### src/rtl/relu_if.sv
// relu_if: stream-side signals of the stochastic ReLU array
interface relu_if #(parameter int CH = 4);
   logic          en;
   logic          clr;
   logic          leak_mode;
   logic [CH-1:0] in;
   logic [CH-1:0] leak_rng;
   logic [CH-1:0] out;
   logic          out_valid;
   logic [CH-1:0] pos;
   modport master (output en, clr, leak_mode, in, leak_rng, input out, out_valid, pos);
   modport slave  (input en, clr, leak_mode, in, leak_rng, output out, out_valid, pos);
endinterface

### src/rtl/relu_array.sv
// relu_array: per-channel saturating up/down counters gating stochastic bitstreams into (leaky) ReLU outputs
module relu_array #(
   parameter int CH    = 4,
   parameter int DEPTH = 5
) (
   input logic   clk,
   input logic   rst,
   relu_if.slave b
);
   localparam logic [DEPTH:0] MID = {1'b1, {DEPTH{1'b0}}};
   localparam logic [DEPTH:0] MAX = '1;
   logic [DEPTH:0] cnt [CH];
   logic [CH-1:0]  out_r;
   logic           ov;
   always_ff @(posedge clk) begin
      if (rst || b.clr) begin
         for (int i = 0; i < CH; i++) cnt[i] <= MID;
         out_r <= '0;
         ov    <= 1'b0;
      end else begin
         ov <= b.en;
         for (int i = 0; i < CH; i++) begin
            out_r[i] <= b.en & (cnt[i][DEPTH] ? b.in[i] : b.leak_mode & b.in[i] & b.leak_rng[i]);
            if (b.en && b.in[i] && cnt[i] != MAX) cnt[i] <= cnt[i] + 1'b1;
            else if (b.en && !b.in[i] && cnt[i] != '0) cnt[i] <= cnt[i] - 1'b1;
         end
      end
   end
   for (genvar g = 0; g < CH; g++) begin : g_pos
      assign b.pos[g] = cnt[g][DEPTH];
   end
   assign b.out       = out_r;
   assign b.out_valid = ov;
endmodule

### src/flat_wrapper.sv
// flat-port wrapper written by rule: the top's interface ports become plain ports
module relu_array_flat 
#(
   parameter int CH    = 4,
   parameter int DEPTH = 5
)
  (clk, rst, b_en, b_clr, b_leak_mode, b_in, b_leak_rng, b_out, b_out_valid, b_pos);
  relu_if #(.CH(CH)) b_i ();
  input logic clk;
  input logic rst;
  input wire logic [$bits(b_i.en)-1:0] b_en;
  input wire logic [$bits(b_i.clr)-1:0] b_clr;
  input wire logic [$bits(b_i.leak_mode)-1:0] b_leak_mode;
  input wire logic [$bits(b_i.in)-1:0] b_in;
  input wire logic [$bits(b_i.leak_rng)-1:0] b_leak_rng;
  output wire logic [$bits(b_i.out)-1:0] b_out;
  output wire logic [$bits(b_i.out_valid)-1:0] b_out_valid;
  output wire logic [$bits(b_i.pos)-1:0] b_pos;
  assign b_i.en = b_en;
  assign b_i.clr = b_clr;
  assign b_i.leak_mode = b_leak_mode;
  assign b_i.in = b_in;
  assign b_i.leak_rng = b_leak_rng;
  assign b_out = b_i.out;
  assign b_out_valid = b_i.out_valid;
  assign b_pos = b_i.pos;
  relu_array #(.CH(CH), .DEPTH(DEPTH)) u_core (.clk(clk), .rst(rst), .b(b_i));
endmodule
### config.mk
export PLATFORM = sky130hd
export DESIGN_NAME = relu_array_flat
export DESIGN_NICKNAME = d
export VERILOG_FILES = /design/src/rtl/relu_if.sv /design/src/rtl/relu_array.sv /design/src/flat_wrapper.sv
export SDC_FILE = /design/constraint.sdc
export NUM_CORES = 1
export LEC_CHECK = 0
export CORE_AREA = 2 2 87 89
export CTS_CLUSTER_SIZE = 14
export DETAILED_ROUTE_END_ITERATION = 8
export DIE_AREA = 0 0 89 91
export PLACE_DENSITY_LB_ADDON = 0.1
export SLEW_MARGIN = 40
export SYNTH_ARGS = -nofsm -noshare
export SYNTH_HDL_FRONTEND = slang
export SYNTH_SLANG_ARGS = --single-unit
### constraint.sdc
create_clock -name clk -period 2.7 [get_ports clk]
set_input_delay 0.54 -clock clk [delete_from_list [all_inputs] [get_ports clk]]
set_output_delay 0.54 -clock clk [all_outputs]
set_load 0.005 [all_outputs]
After elaboration in Yosys (flattened, before gate mapping)

Memory sizes are Yosys's and may differ from the RTL's.
Index checks and enable logic that the tools add are counted.

Bits in read-only memories: 0
Memory bits (writable): 24
Bits in latches: 0
Bits in registers: 5
Output and inout port bits: 9
Memories kept: 1
Word-level logic and storage cells: 102

Div/mod/pow operators: 0
Reduce and logical (&&, ||, !) cells: 25
$add $sub $neg: 8
Magnitude comparators: 0
Multiply operators: 0
Equality and inequality tests: 4
Shift operators: 0
Bitwise operators: 20
Muxes and demuxes: 42

Memory list:

| memory     | words | width | rd ports | clocked after Yosys merged registers in | write ports | line             | RTL |
|---|---|---|---|---|---|---|---|
| u_core.cnt | 4     | 6     | 4        | 0                                       | 4           | relu_array.sv:12 | `logic [DEPTH:0] cnt [CH];` |

Operator list:

| cell                                                                | number |
|---|---|
| 6-bit two-way mux                                                   | 8 |
| 1-bit two-way mux                                                   | 34 |
| 6-bit by 1-bit adder with 6-bit output (second input constant)      | 4 |
| 6-bit inequality test (second input constant)                       | 4 |
| 6-bit nonzero test                                                  | 4 |
| 6-bit by 1-bit subtractor with 6-bit output (second input constant) | 4 |
| 1-bit logical AND                                                   | 16 |
| 1-bit bitwise AND                                                   | 12 |
| 1-bit OR                                                            | 8 |
| 1-bit logical NOT                                                   | 4 |
| 1-bit logical OR                                                    | 1 |

Logic depth before layout (Yosys ltp)

Gate-level depths: netlist of the first run.

Depth in word-level cells: 8
Depth in mapped cells: 9
Gate-level depth less buffers: 9

Worst setup path after synthesis of the first run

OpenSTA, ideal clock, no wires.

Kind: input to register
Start point: in b_clr
End point: mem u_core.cnt[2][5] (netlist name), data pin
Required time: 2.564 ns
Arrival time: 2.627 ns
Path slack: -0.063 ns
Setup time: 0.136 ns
Stages: 8
Cells stage by stage: or3b_1 clkbuf_1 nor3_1 ha_1 a211oi_1 o21ai_0 a22o_1 nand3b_1

RTL lines:

| element     | line               | RTL |
|---|---|---|
| from (decl) | flat_wrapper.sv:12 | `input wire logic [$bits(b_i.clr)-1:0] b_clr;` |
| to (decl)   | relu_array.sv:12   |  |

==> flow_summary.json, run 1 <==
{
  "track_usage": 0.1288,
  "cts_tree": "yes",
  "io_buffers": 21,
  "root_buffer": "clkbuf_8",
  "synth_warnings": 0,
  "r2r-end": "u_core.cnt[1][4]",
  "finalNonFillerCells": 376,
  "required_ns": 2.73,
  "finalCriticalPeriod_ns": 2.620,
  "worstReg2RegStart": "u_core.cnt[1][2]",
  "synth-seq-cells": 29,
  "synth-edff-count": 24,
  "fin_skew_ns": 0.005902,
  "io-pin-count": 22,
  "hold_path.class": "register to register",
  "rrSetupSlack_ns": 0.08,
  "status": "finished clean",
  "crit_chain": "or4_4, or3_4, nand2_2, inv_1, buf_4, ha_1, buf_4, o21ai_2, nor3b_2, nor3_2",
  "gr-total-overflow": 0,
  "netlist_instances": 207,
  "critPathCaptureType": "register",
  "viasPerCell": 4.883,
  "async_reset_ff_frac": 0,
  "numCtsBuffers": 5,
  "slew_violations": 0,
  "fin_hold_ws_ns": 0.6735,
  "ys_types": 45,
  "synth_area_um2": 2068,
  "synth_ff_type": "edfxtp_1",
  "synth_seq_area_share": 0.3969,
  "grt_pass1_vias": 1777,
  "slowest_stage": "or4_4",
  "rows": 31,
  "drv_cap": 0,
  "cts.htree.levels": 2,
  "synth_top_area_share": 0.3485,
  "drt-pass1-iter-count": 4,
  "muxShareOfSynthArea": 0.02420,
  "synth.area.top_cells": "edfxtp_1 35%, ha_1 9.1%, dfxtp_1 4.8%, nor3_1 3.1%, o21ai_0 3.1%",
  "grt_start_max_net_pins": 13,
  "syn_nets": 238,
  "syn_to_final_growth_pct": 41.38,
  "place_inst": 367,
  "layout-drive-gt1-share": 0.3105,
  "cts_max_path_buffers": 2,
  "dieArea_um2": 8099,
  "finalHoldViolCount": 0,
  "clock_latency_ns": 0.28,
  "hold_depth": 2,
  "grt_pass1_wl_um": 8114,
  "die_h_um": 91,
  "dr_total_vias": 1836,
  "die_w_um": 89,
  "cpMostUsedCell": "buf_4",
  "clkSinkCount": 29,
  "dr.first_iter.drc_count": 76,
  "power_density_nw_per_um2": 404.3,
  "cp-start-kind": "register",
  "finalCritPeriodShare": 0.9702,
  "hold_path_end": "u_core.b.out[2]",
  "rr_worst_depth": 10,
  "core_um2": 7137,
  "irDropWorstVdd_mv": 0.2080,
  "yosys.area_share.xor_xnor": 0.008469,
  "slew_headroom": 0.7620,
  "path_class": "register to register",
  "num_antenna_cells": 0,
  "synth-compound-area-share": 0.1694,
  "place_hpwl_um": 3846,
  "wl_per_cell_um": 13.57,
  "clk_pin_slew_ns": 0.07,
  "p_leak_nw": 1.235,
  "synth_top_family_by_area": "simple AND/OR/NAND/NOR gates",
  "yosys.area.top_type": "edfxtp_1",
  "hp-start": "u_core.cnt[2][5]",
  "crit_arrival_ns": 2.65,
  "gp_congestion": 0.7815,
  "max_stage_delay_ns": 0.56,
  "synth_simple_gate_area_share": 0.2323,
  "fin_nets": 307,
  "tightest_slew_ns": 0.3520,
  "wl_um": 5103,
  "postRouteAntennaNets": 0,
  "cp_max_fo": 3,
  "drc": 0,
  "antenna_found_initial": 0,
  "syn_area_per_cell_um2": 9.991,
  "setup_viol": 0,
  "start_util": 0.2898,
  "clock.fmax_mhz": 381.7,
  "synth_fa_ha_area_frac": 0.1198
}
[flip-flops by register name (all words and copies together) (netlist names)]
name,flops
u_core.cnt,24
u_core.b.out_valid,1
u_core.b.out,4
[critical path: cells and delay by family, from the launching register on]
kind	cells	cell delay [ns]
flops	1	0.40
simple gates	5	1.26
fa+ha+maj	1	0.30
compound gates	1	0.06
buf+inv	3	0.36
[cells in the mapped netlist (6+ instances only)]
cell type,n
a21oi_1,6
nor2_1,16
nand2_1,6
edfxtp_1,24
nor3_1,13
inv_1,16
nand4_1,8
a211oi_1,6
a21o_1,6
o21ai_0,13
ha_1,15
[where the power goes]
part | switching (mW) | leakage [nW] | internal (mW)
clock | 0.173 | 0.0542 | 0.230
combinational | 0.113 | 0.882 | 0.128
sequential | 0.0246 | 0.298 | 0.513
total | 0.311 | 1.23 | 0.871
[placed cells by master (no fill, tap or decap), types with 3 or more instances in the layout]
cell type         n
or4_4             3
or3_1             3
o21ai_1           6
nor2b_1           4
clkbuf_8          7
o21ai_2           3
nor2_1           16
nand2_1           4
edfxtp_1         24
a211oi_2          3
clkdlybuf4s50_1  21
fa_1              3
o21ai_0           5
nand3_1           4
a22o_1            3
a211oi_1          3
and3_1            3
a21o_1            6
or2_2             3
dfxtp_1           5
mux2i_1           5
a21oi_1           5
nand3b_1          4
nor3_1           10
ha_1             14
inv_1            15
buf_4            47
nand4_1           8
[metal layers]
layer | GRT usage | up-vias | wire [µm]
met3 | 0.03091 | 4 | 144
li1 | - | 931 | -
met5 | 0 | - | 0
met4 | 0.04353 | 0 | 56
met1 | 0.1602 | 876 | 2296
met2 | 0.2152 | 25 | 2606
[worst max-delay path by stage]
stage	startpoint	end
3_5_place_dp	b_clr	u_core.cnt[0][4]
3_3_place_gp	b_en	u_core.cnt[2][5]
4_1_cts	b_en	u_core.cnt[2][5]
2_1_floorplan	b_clr	u_core.cnt[2][5]
6_report	u_core.cnt[1][2]	u_core.cnt[1][4]
5_1_grt	u_core.cnt[1][2]	u_core.cnt[1][5]
[cell families (layout without fill, tap and decap cells)]
group | count (synthesis) | count (layout)
compound gates | 48 | 48
xor+xnor | 2 | 2
fa+ha+maj | 18 | 18
buf+inv | 23 | 93
flops | 29 | 29
mux | 5 | 5
simple gates | 82 | 82
[timing repair]
item / 4_1_cts / 5_1_grt
setup buffers: 0 / 1
hold buffers: 0 / 0
setup endpoints to repair: 3 / 8
cloned: 0 / 0
pin swaps: 0 / 7
resized for setup: 3 / 28
[final cells by class]
cell class                 count  area (µm²)
fill                         738        4213
multi-input combinational    155        1251
sequential                    29       820.8
timing repair buffer          68       563.0
tap                           99       123.9
clock buffer                   7       96.34
inverter                      17       63.81
clock inverter                 1       5.005
[per-stage QoR]
| step | total power [mW] | setup TNS, ns | instance area (µm²) | util | setup slack, ns |
|---|---|---|---|---|---|
| after floorplan | 0.6598 | 0 | 2073 | - | 0.09490 |
| after global placement | 0.7693 | -1.419 | 2715 | 0.3804 | -0.2434 |
| after detailed placement | 0.7655 | -1.632 | 2715 | 0.3804 | -0.2842 |
| after CTS | 1.177 | 0 | 2816 | 0.3946 | 0.0002776 |
| after global routing | 1.247 | -0.04079 | 2924 | 0.4097 | -0.02313 |
| final | 1.182 | 0 | 2924 | 0.4097 | 0.08040 |
No activity file was read; power rests on OpenSTA's default activity.
==> inputs of run 2 (changes only) <==
clock period = 3.2 ns   (was 2.7 ns; I/O delays follow)
==> flow_summary.json, run 2 (synthesis gave the netlist of run 1 again) <==
{
  "wl_um": 4696,
  "track_usage": 0.1220,
  "power_density_nw_per_um2": 389.1,
  "antenna_found_initial": 0,
  "worst_slack_ns": 0.3444,
  "rsz0062_at_grt": "no",
  "max_flop_register": "u_core.cnt",
  "multi_input_area_um2": 1146,
  "postRouteAntennaNets": 0,
  "status": "finished clean",
  "drc": 0,
  "cts.repair.resized": 0,
  "clock_latency_ns": 0.28,
  "clkSinkCount": 29,
  "grt_pass1_vias": 1674,
  "start_util": 0.2898,
  "finalCriticalPeriod_ns": 2.856,
  "gp_congestion": 0.7515,
  "die_w_um": 89,
  "finalCritPeriodShare": 0.8924,
  "irDropWorstVdd_mv": 0.1492,
  "drt-pass1-iter-count": 4,
  "seq_area_um2": 820.8,
  "num_antenna_cells": 0,
  "post-cts-setup-buffers": 0,
  "io-pin-count": 22,
  "slew_violations": 0,
  "grt_pass1_wl_um": 7838,
  "cts_tree": "yes",
  "cp-start-kind": "input pin",
  "crit_arrival_ns": 3.00,
  "drv_cap": 0,
  "critPathCaptureType": "register",
  "io_buffers": 21,
  "dr.first_iter.drc_count": 55,
  "clk_pin_slew_ns": 0.07,
  "dr_total_vias": 1698,
  "setup_viol": 0,
  "rows": 31,
  "fin_skew_ns": 0.004342,
  "syn_to_final_growth_pct": 22.75,
  "p_leak_nw": 1.028,
  "gr-total-overflow": 0,
  "core_um2": 7137,
  "fin_nets": 269,
  "final_util": 0.3557,
  "layout-drive-gt1-share": 0.1004,
  "fillers": 772,
  "dieArea_um2": 8099,
  "layout_commonest_cell": "edfxtp_1",
  "viasPerCell": 5.024,
  "path_class": "input pin to register",
  "die_h_um": 91,
  "hold_buffers": 0,
  "cts_max_path_buffers": 2,
  "root_buffer": "clkbuf_8",
  "cts.htree.levels": 2,
  "slew_headroom": 0.7662,
  "wl_per_cell_um": 13.89,
  "tightest_slew_ns": 0.3458,
  "clock.fmax_mhz": 350.2,
  "largest_register_ffs": 24,
  "numCtsBuffers": 5,
  "p_total_uw": 987.7,
  "finalNonFillerCells": 338,
  "place_hpwl_um": 3522,
  "finalHoldViolCount": 0,
  "hold_path.class": "register to register",
  "layout_common_cells": "24 x edfxtp_1, 21 x clkdlybuf4s50_1, 16 x inv_1, 16 x nor2_1, 15 x ha_1",
  "place_inst": 330,
  "dp_slack_ns": 0.03567,
  "required_ns": 3.34,
  "grt_start_max_net_pins": 13,
  "cp_max_fo": 5
}
run 2: critical path, stage by stage:
cell and delay [ns]:
clkdlybuf4s50_1 0.56, nor4b_1 0.38, buf_4 0.18, nand2_1 0.08
inv_1 0.13, ha_1 0.26, a211oi_1 0.28, o21ai_0 0.18
a22o_1 0.23, nand3b_1 0.07
run 2: worst paths after layout:
kind / startpoint / to / slack [ns] / cells past startpoint
max: b_in[0] / u_core.cnt[0][5] / 0.34 / 10
min: u_core.cnt[0][0] / u_core.cnt[0][0] / 0.67 / 1
max reg2reg: u_core.cnt[1][1] / u_core.cnt[1][5] / 0.38 / 10
min reg2reg: u_core.cnt[0][0] / u_core.cnt[0][0] / 0.67 / 1
run 2: where the power goes:
part	total [mW]	internal, mW	switching [mW]
Sequential	0.457	0.433	0.0244
Combinational	0.153	0.0752	0.0780
Clock	0.377	0.230	0.147
run 2: metal layers:
metal	track usage	wire length (µm)
met2	0.1953	2093
met5	0	0
met1	0.1637	2403
met3	0.03091	151
met4	0.02985	48
run 2: cell type report:
| cell class | instances | area share |
|---|---|---|
| tap | 99 | 0.04879 |
| clock buffer | 6 | 0.02859 |
| timing repair buffer | 30 | 0.1094 |
| inverter | 17 | 0.02514 |
| sequential | 29 | 0.3233 |
| multi-input combinational | 155 | 0.4515 |
| clock inverter | 2 | 0.01331 |
run 2: per-stage QoR:
stage                     setup TNS (ns)  area, µm²  hold slack [ns]
after CTS                              0       2539           0.6608
after global placement           -0.1035       2432           0.6450
after detailed placement               0       2432           0.6488
after global routing                   0       2539           0.6980
final                                  0       2539           0.6710
after floorplan                        0       2068           0.5817
